[config.mk]
export PLATFORM = sky130hd
export DESIGN_NAME = frame_stream_arbiter
export DESIGN_NICKNAME = d
export VERILOG_FILES = /design/src/rtl/frame_arb_pkg.sv /design/src/rtl/rr_priority_encoder.sv /design/src/rtl/frame_stream_arbiter.sv
export SDC_FILE = /design/constraint.sdc
export NUM_CORES = 1
export LEC_CHECK = 0
export BUFFER_PORTS_ARGS = -buffer_cell sky130_fd_sc_hd__buf_2
export CAP_MARGIN = 20
export CORE_AREA = 2 2 303 305
export DETAILED_ROUTE_END_ITERATION = 6
export DIE_AREA = 0 0 305 307
export PLACE_DENSITY_LB_ADDON = 0.15
export SLEW_MARGIN = 40
export SYNTH_ARGS = -nofsm -noshare
export SYNTH_HDL_FRONTEND = slang
export SYNTH_SLANG_ARGS = --single-unit
[constraint.sdc]
create_clock -name CLK -period 3.7 [get_ports CLK]
set_input_delay 0.185 -clock CLK [delete_from_list [all_inputs] [get_ports CLK]]
set_output_delay 0.185 -clock CLK [all_outputs]
set_load 0.01 [all_outputs]
[src/rtl/frame_arb_pkg.sv]
// Shared constants and state type for the frame stream arbiter.
package frame_arb_pkg;
  localparam logic [7:0] HEADER_ID = 8'hAA;
  localparam logic [7:0] FOOTER_ID = 8'h55;

  typedef enum logic [1:0] {IDLE, PASS, DROP} arb_state_t;
endpackage

[src/rtl/rr_priority_encoder.sv]
// Round-robin priority encoder: picks the first requester strictly after i_ptr, wrapping.
module rr_priority_encoder #(
  parameter int unsigned N_CH = 4
) (
  input  logic [N_CH-1:0]         i_req,
  input  logic [$clog2(N_CH)-1:0] i_ptr,
  output logic [N_CH-1:0]         o_grant,
  output logic [$clog2(N_CH)-1:0] o_idx,
  output logic                    o_valid
);
  localparam int unsigned IDX_W = $clog2(N_CH);

  // Scan from the farthest offset down so the nearest requester after i_ptr wins last.
  always_comb begin
    o_grant = '0;
    o_idx   = '0;
    o_valid = 1'b0;
    for (int unsigned off = N_CH; off >= 1; off--) begin
      if (i_req[(32'(i_ptr) + off) % N_CH]) begin
        o_grant                              = '0;
        o_grant[(32'(i_ptr) + off) % N_CH]   = 1'b1;
        o_idx                                = IDX_W'((32'(i_ptr) + off) % N_CH);
        o_valid                              = 1'b1;
      end
    end
  end
endmodule

[src/rtl/frame_stream_arbiter.sv]
// Merges N_CH framed AXI-Stream sources onto one stream, round-robin per frame, with header
// validation and line-limit truncation. Optional FRAME_ARB_CH_TAG_EN tags headers with GRANT_ID.
module frame_stream_arbiter
  import frame_arb_pkg::*;
#(
  parameter int unsigned N_CH   = 4,
  parameter int unsigned DATA_W = 128,
  parameter int unsigned CNT_W  = 16
) (
  input  logic                       CLK,
  input  logic                       EXT_RESET,
  input  logic                       SET_CONFIG,
  input  logic [15:0]                MAX_TRIGGER_LENGTH,
  input  logic [N_CH*DATA_W-1:0]     S_AXIS_tdata,
  input  logic [N_CH*DATA_W/8-1:0]   S_AXIS_tkeep,
  input  logic [N_CH-1:0]            S_AXIS_tvalid,
  input  logic [N_CH-1:0]            S_AXIS_tlast,
  output logic [N_CH-1:0]            S_AXIS_tready,
  output logic [DATA_W-1:0]          M_AXIS_tdata,
  output logic [DATA_W/8-1:0]        M_AXIS_tkeep,
  output logic                       M_AXIS_tvalid,
  output logic                       M_AXIS_tlast,
  input  logic                       M_AXIS_tready,
  output logic [$clog2(N_CH)-1:0]    GRANT_ID,
  output logic                       BUSY,
  output logic [CNT_W-1:0]           DROP_COUNT
);
  localparam int unsigned IDX_W  = $clog2(N_CH);
  localparam int unsigned KEEP_W = DATA_W / 8;

  arb_state_t         r_state;
  logic [IDX_W-1:0]   r_rr_ptr;
  logic [IDX_W-1:0]   r_grant;
  logic [15:0]        r_max_len;
  logic [15:0]        r_cur_max;
  logic [CNT_W-1:0]   r_line_cnt;
  logic [CNT_W-1:0]   r_drop_cnt;

  logic [N_CH-1:0]    w_enc_grant;
  logic [IDX_W-1:0]   w_enc_idx;
  logic               w_enc_valid;
  logic [7:0]         w_head;
  logic [DATA_W-1:0]  w_sel_data;
  logic [KEEP_W-1:0]  w_sel_keep;
  logic               w_sel_valid;
  logic               w_sel_last;
  logic               w_at_limit;
  logic               w_acc;
  logic               w_drop_evt;

  rr_priority_encoder #(.N_CH(N_CH)) u_rr (
    .i_req   (S_AXIS_tvalid),
    .i_ptr   (r_rr_ptr),
    .o_grant (w_enc_grant),
    .o_idx   (w_enc_idx),
    .o_valid (w_enc_valid)
  );

  always_comb begin
    w_head = '0;
    for (int unsigned k = 0; k < N_CH; k++) begin
      if (w_enc_grant[k]) w_head = w_head | S_AXIS_tdata[k*DATA_W + DATA_W - 8 +: 8];
    end
  end

  assign w_sel_data  = S_AXIS_tdata[int'(r_grant)*DATA_W +: DATA_W];
  assign w_sel_keep  = S_AXIS_tkeep[int'(r_grant)*KEEP_W +: KEEP_W];
  assign w_sel_valid = S_AXIS_tvalid[r_grant];
  assign w_sel_last  = S_AXIS_tlast[r_grant];
  // Header is line 0, so line max_len+1 is the last legal slot for the footer.
  assign w_at_limit  = (r_state == PASS) && (32'(r_line_cnt) == 32'(r_cur_max) + 32'd1);
  assign w_acc       = w_sel_valid && ((r_state == PASS) ? M_AXIS_tready : (r_state == DROP));

  always_comb begin
    S_AXIS_tready = '0;
    M_AXIS_tvalid = 1'b0;
    M_AXIS_tlast  = 1'b0;
    M_AXIS_tdata  = w_sel_data;
    M_AXIS_tkeep  = w_sel_keep;
    case (r_state)
      PASS: begin
        S_AXIS_tready[r_grant] = M_AXIS_tready;
        M_AXIS_tvalid          = w_sel_valid;
        M_AXIS_tlast           = w_sel_last | w_at_limit;
`ifdef FRAME_ARB_CH_TAG_EN
        if (r_line_cnt == '0) M_AXIS_tdata[DATA_W-9 -: 8] = 8'(r_grant);
`endif
      end
      DROP:    S_AXIS_tready[r_grant] = 1'b1;
      default: ;
    endcase
  end

  always_comb begin
    w_drop_evt = 1'b0;
    case (r_state)
      IDLE:    w_drop_evt = !SET_CONFIG && w_enc_valid && (w_head != HEADER_ID);
      PASS:    w_drop_evt = w_acc && !w_sel_last && w_at_limit;
      default: ;
    endcase
  end

  always_ff @(posedge CLK) begin
    if (EXT_RESET) begin
      r_state    <= IDLE;
      r_rr_ptr   <= IDX_W'(N_CH - 1);
      r_grant    <= '0;
      r_max_len  <= 16'd16;
      r_cur_max  <= 16'd16;
      r_line_cnt <= '0;
      r_drop_cnt <= '0;
    end else begin
      if (SET_CONFIG) r_max_len <= MAX_TRIGGER_LENGTH;
      if (w_drop_evt && (r_drop_cnt != '1)) r_drop_cnt <= r_drop_cnt + 1'b1;
      case (r_state)
        IDLE: begin
          if (!SET_CONFIG && w_enc_valid) begin
            r_grant    <= w_enc_idx;
            r_line_cnt <= '0;
            r_cur_max  <= r_max_len;
            r_state    <= (w_head == HEADER_ID) ? PASS : DROP;
          end
        end
        PASS: begin
          if (w_acc) begin
            r_line_cnt <= r_line_cnt + 1'b1;
            if (w_sel_last) begin
              r_state  <= IDLE;
              r_rr_ptr <= r_grant;
            end else if (w_at_limit) begin
              r_state <= DROP;
            end
          end
        end
        DROP: begin
          if (w_acc && w_sel_last) begin
            r_state  <= IDLE;
            r_rr_ptr <= r_grant;
          end
        end
        default: r_state <= IDLE;
      endcase
    end
  end

  assign GRANT_ID   = r_grant;
  assign BUSY       = (r_state != IDLE);
  assign DROP_COUNT = r_drop_cnt;
endmodule

After elaboration in Yosys (flattened, before gate mapping) --
Index checks and enable logic that the tools add are counted.
Word-level totals: flip-flop bits (word level) 70, input port bits 604, word-level logic and storage cells 122, output and inout port bits 169
Cells by class: mux-type cells 57, add/subtract/negate cells 7, shift operators 2, equality and inequality tests 11, reduce and logical (&&, ||, !) cells 23, bitwise operators 5, order comparisons 10
Operators with widths (number):
- 512-bit by 10-bit variable part select with 128-bit output | 1
- 64-bit by 7-bit variable part select with 16-bit output | 1
- 16-bit by 1-bit adder with 16-bit output (second input constant) | 2
- 16-bit two-way mux | 2
- 8-bit two-way mux | 4
- 16-bit case mux with 2 select lines | 1
- 2-bit two-way mux | 13
- 8-bit OR | 3
- 1-bit two-way mux | 18
- 16-bit by 1-bit adder with 17-bit output (second input constant) | 1
- 16-bit by 17-bit == test with 1-bit output | 1
- 4-bit two-way mux | 4
- 16-bit inequality test (second input constant) | 1
- 2-bit by 3-bit < comparator with 1-bit output (second input constant) | 5
- 1-bit logical AND | 13
- 1-bit binary-select mux with 2-bit select | 6
- 1-bit demux with 2-bit select | 5
- 2-bit by 1-bit >= comparator with 1-bit output (second input constant) | 5
- 8-bit == test (second input constant) | 1
- 8-bit inequality test (second input constant) | 1
- 4-bit case mux with 2 select lines | 1
- 4-bit AND reduction | 2
- 2-bit inequality test (second input constant) | 3
- 2-bit case mux with 3 select lines | 1
- 15 further kinds | 20

Longest topological paths before layout --
depth after elaboration 20, depth in mapped cells 15, depth with buffers taken out 12

Hierarchy --
Synthesis repeated with hierarchy kept, for this count alone.
Second synthesis, totals: cells, all modules 693, area, all modules 7653.6 µm²
Modules (own cells, without submodules):
- frame_stream_arbiter | cells an instance 624, area each 7114.3 µm², times used 1, sequential area each 1401.3 µm²
- rr_priority_encoder | cells an instance 69, area each 539.3 µm², times used 1, sequential area each 0.0 µm²

Least setup slack after synthesis --
No wires, ideal clock.
kind register to register, start register r_rr_ptr[1], end register r_drop_cnt[4] (netlist: DROP_COUNT[4]), cell stages (with the launch flop) 15, setup slack 0.241 ns, buffers on the path 4, setup time 0.059 ns, required time 3.641 ns, clock period less this slack 3.459 ns, arrival 3.400 ns, path through dfxtp_1 buf_2 inv_1 ha_1 buf_2 mux4_2 clkbuf_1 o31ai_1 o2111ai_1 nor4b_4 a31oi_4 o21ai_2 buf_6 or4_1 nand2_1
On the way: cells in the longest elaborated chain, start to end 20, elaborated cells between the ends (all ways) 52, classes of those cells add/sub (4); order compare (8); eq/ne (1); mux (29); bitwise (3); reduce/logical (7)
RTL lines:
- from (decl) | line frame_stream_arbiter.sv:32 | logic [IDX_W-1:0] r_rr_ptr;
- from (signal assigned) | line frame_stream_arbiter.sv:106 | r_rr_ptr <= IDX_W'(N_CH - 1);
- from (signal assigned) | line frame_stream_arbiter.sv:129 | r_rr_ptr <= r_grant;
- from (signal assigned) | line frame_stream_arbiter.sv:138 | r_rr_ptr <= r_grant;
- 2-bit by 1-bit adder with 2-bit output | line rr_priority_encoder.sv:19, rr_priority_encoder.sv:21
- 2-bit by 3-bit < comparator with 1-bit output (implied by the code) / 2-bit by 1-bit >= comparator with 1-bit output (equally long branches) | line rr_priority_encoder.sv:21 | o_grant[(32'(i_ptr) + off) % N_CH] = 1'b1;
- 1-bit logical AND (implied by the code) | line rr_priority_encoder.sv:21
- 1-bit two-way mux (implied by the code) | line rr_priority_encoder.sv:21
- 1-bit demux with 2-bit select
- 4-bit two-way mux (4 in series) | line rr_priority_encoder.sv:19 | if (i_req[(32'(i_ptr) + off) % N_CH]) begin
- 8-bit two-way mux | line frame_stream_arbiter.sv:62 | if (w_enc_grant[k]) w_head = w_head | S_AXIS_tdata[k*DATA_W + DATA_W - 8 +: 8];
- 8-bit OR | line frame_stream_arbiter.sv:62
- 8-bit two-way mux | line frame_stream_arbiter.sv:62
- 8-bit OR | line frame_stream_arbiter.sv:62
- 8-bit two-way mux | line frame_stream_arbiter.sv:62
- 8-bit OR | line frame_stream_arbiter.sv:62
- 8-bit two-way mux | line frame_stream_arbiter.sv:62
- 8-bit inequality test | line frame_stream_arbiter.sv:97 | IDLE: w_drop_evt = !SET_CONFIG && w_enc_valid && (w_head != HEADER_ID);
- 1-bit logical AND (*) | line frame_stream_arbiter.sv:97
- 1-bit case mux with 2 select lines (*) | line frame_stream_arbiter.sv:96 | case (r_state)
- 1-bit logical AND (*) | line frame_stream_arbiter.sv:114 | if (w_drop_evt && (r_drop_cnt != '1)) r_drop_cnt <= r_drop_cnt + 1'b1;
- to (signal assigned) | line frame_stream_arbiter.sv:114
- to (decl) | line frame_stream_arbiter.sv:37 | logic [CNT_W-1:0] r_drop_cnt;
Every way passes the cells marked *; elsewhere a longest branch is shown, timed or not. The select of a mux whose other input is x is not followed. A chain may end at the register's enable or synchronous reset.

Worst setup path in the final report --
start register r_rr_ptr[0], end register r_drop_cnt[13] (netlist: DROP_COUNT[13])
The elaborated chain is that of the path after synthesis.

==> results.py <==
metrics = {
    "run_status": {
        "status": "complete, no violations",
    },
    "clock_tree": {
        "tritoncts": "yes",
        "clkTransAtPathRegs_ns": 0.06,
        "h-tree-depth": 3,
        "numCtsBuffers": 9,
        "cts.path.max_buffers": 2,
        "clock_latency_ns": 0.36,
        "cts_root_buf": "clkbuf_16",
        "cts_num_sinks": 70,
    },
    "synthesis": {
        "synth_nets": 1346,
        "ys_seq_elements": 70,
        "yosysWarnings": 0,
        "synth_edf_count": 0,
        "syn-mean-instance-area_um2": 10.77,
        "yosysTopAreaCell": "mux4_2",
        "syn_inst": 729,
        "ys_types": 62,
        "post-synth-top-count-cell": "mux4_2",
        "synthFlopType": "dfxtp_1",
        "synthTopCellsByCount": "mux4_2, dfxtp_1, nand2_1, nor2_1, a21oi_1",
        "synthArstFlopShare_pct": 0,
        "synth_top_cell_area_share_pct": 43.03,
        "synth_seq_area_share_pct": 17.85,
        "syn_area_um2": 7850,
        "synth_area_leaders": "mux4_2, dfxtp_1, nand2_1",
    },
    "worst_setup_path": {
        "crit_path_max_incr_delay_ns": 0.59,
        "rrSetupSlack_ns": 0.21,
        "cp_cell_sequence": "buf_6, mux4_2, clkinv_2, o211ai_1, a211o_1, o2111a_2, nor4b_4, a31oi_4, buf_4, o211a_1, a311oi_1, a41o_1",
        "worstSetupStartpointType": "register",
        "crit_start": "r_rr_ptr[0]",
        "end_kind": "register",
        "arrival_ns": 3.78,
        "cp.required_ns": 4.00,
        "worstReg2RegStart": "r_rr_ptr[0]",
        "crit_slowest_cell": "mux4_2",
        "path_class": "register to register",
        "crit_path_max_fanout": 21,
    },
    "power": {
        "switching_share_pct": 40.61,
        "p_per_area_nw_per_um2": 301.3,
        "power_frac_clock_pct": 23.3,
        "total_leakage_power_nw": 5.766,
        "seq_power_share_pct": 20.2,
        "p_int_w": 0.002442,
        "comb_power_share_pct": 56.5,
        "p_sw_w": 0.001669,
        "ir_worst_vdd_mv": 0.2582,
    },
    "min_path": {
        "hold_class": "input pin to register",
        "hp-start": "MAX_TRIGGER_LENGTH[4]",
    },
    "cells_and_area": {
        "layout.nets": 2087,
        "final_cell_count_no_fill": 2714,
        "fill_cells": 10460,
        "drive_above_1_share_pct": 66.10,
        "areaGrowthSynthToFinish_pct": 73.83,
        "final_cell_area_um2": 13650,
    },
    "sta": {
        "fmax_mhz": 286.8,
        "hold_viol_final": 0,
        "clock_skew_ns": 0.007598,
        "worstMarginPinSlew_ns": 1.009,
        "finalSetupViolCount": 0,
        "rsz0062_at_grt": "no",
        "period_share_pct": 94.25,
        "min_period_ns": 3.487,
        "tns_ns": 0,
        "finalMaxSlewViolations": 0,
        "slew_headroom_pct": 32.75,
    },
    "drt": {
        "routedWlPerCell_um": 34.60,
        "drc": 0,
        "drtIter0Drc": 842,
        "firstDrtPassIters": 5,
        "antenna_left": 0,
        "wl_um": 93920,
        "num_vias": 10880,
        "routed_via_density": 4.010,
    },
    "floorplanning": {
        "start_util_pct": 8.656,
        "design.die.area_um2": 93640,
        "die_x_um": 305,
        "dieHeight_um": 307,
        "coreArea_um2": 90690,
        "rows": 111,
        "io_pins": 773,
    },
    "grt": {
        "grt_pass1_vias": 10760,
        "grt_first_pass_wirelength_um": 116300,
        "grt_max_degree": 103,
        "antenna_found_initial": 164,
        "grt-ovfl-total": 0,
        "grt_use_total_pct": 19.28,
    },
    "job": {
        "cap_violations": 0,
    },
    "place": {
        "io_buffers": 772,
        "place_inst": 2644,
        "dp_hpwl_um": 85520,
        "gp_congestion": 1.024,
        "post_dp_cell_area_um2": 13130,
    },
}
state kept, by name (all words and copies together), names as in the netlist:
signal,cells
GRANT_ID,2
r_cur_max,16
r_state,2
DROP_COUNT,16
r_max_len,16
r_rr_ptr,2
r_line_cnt,16
placed cells by master (no fill, tap or decap), types with 6 or more instances in the layout:
cell type and n:
or3_1 11, diode_2 53, nand3_1 28, ha_1 12, buf_2 772, or4_1 7, and3_1 15, a211oi_1 6
inv_1 18, buf_4 16, mux2i_1 20, nor2_1 58, nor2b_1 10, a21oi_1 40, dfxtp_1 68, nand2b_1 7
nand2_1 67, xor2_1 23, xnor2_1 13, nand4_1 7, clkbuf_16 9, mux4_2 150, a22oi_1 10, o21ai_0 16
power groups by stage:
stage	Sequential, W	Clock, W	Combinational [W]
2_1_floorplan	0.000829	0	0.00119
3_3_place_gp	0.000847	0	0.00231
3_5_place_dp	0.000849	0	0.00230
4_1_cts	0.000832	0.00100	0.00232
5_1_grt	0.000839	0.00103	0.00248
6_report	0.000832	0.000956	0.00232
area by class of cell:
type / count / area (um2) / share of cell area, %
multi-input cells: 577 / 6151 / 45.08
repair buffers: 793 / 4083 / 29.92
well taps: 1186 / 1484 / 10.87
flip-flops and latches: 70 / 1409 / 10.32
clock buffers: 9 / 225.2 / 1.650
diodes: 53 / 132.6 / 0.9719
clock inverters: 7 / 88.84 / 0.6510
inverters: 19 / 72.57 / 0.5318
through the flow:
stage	power [W]	hold slack (ns)	util, %	setup slack, ns
2_1_floorplan	0.002022	0.3074	-	0.2407
3_3_place_gp	0.003154	0.4128	14.47	0.1593
3_5_place_dp	0.003152	0.4181	14.47	0.08976
4_1_cts	0.004159	0.03092	14.82	0.04388
5_1_grt	0.004352	0.04478	14.97	0.04476
6_report	0.004111	0.05453	15.05	0.2127
worst max-delay path, delay by kind of cell (launching register included):
family,cells,cell delay [ns]
AOI/OAI and AO/OA,7,1.70
buffers and inverters,3,0.51
DFF,1,0.35
muxes,1,0.59
and+or+nand+nor,1,0.26
logic make-up (layout without fill, tap and decap cells):
kind of cell | count (synthesis) | in the layout | share of synthesized area, %
buffers and inverters | 82 | 828 | 4.319
adder cells (fa/ha/maj) | 13 | 13 | 2.072
multiplexers | 172 | 172 | 45.87
AND/OR/NAND/NOR | 230 | 230 | 14.63
flip-flops | 70 | 70 | 17.85
XOR/XNOR | 36 | 36 | 4.017
AO/OA/AOI/OAI | 126 | 126 | 11.24
other | 0 | 53 | 0
routing by layer:
metal / vias up / track usage (%) / routed length, um
met5: - / 0 / 320
met3: 278 / 9.428 / 10420
met2: 749 / 31.35 / 43500
met1: 5328 / 20.29 / 33270
met4: 50 / 11.09 / 6411
li1: 4479 / - / -
what timing repair did:
action | in CTS | in global routing
hold buffers | 0 | 0
endpoints found under the hold margin | 0 | 0
resized for setup | 0 | 7
setup buffers | 0 | 0
setup endpoints to repair | 0 | 8
path summary, 6_finish.rpt:
path | to | cells after the start
max | DROP_COUNT[13] | 12
min | r_max_len[4] | 2
max reg2reg | DROP_COUNT[13] | 12
min reg2reg | r_cur_max[15] | 2
Power figures use the tool's default switching activity.
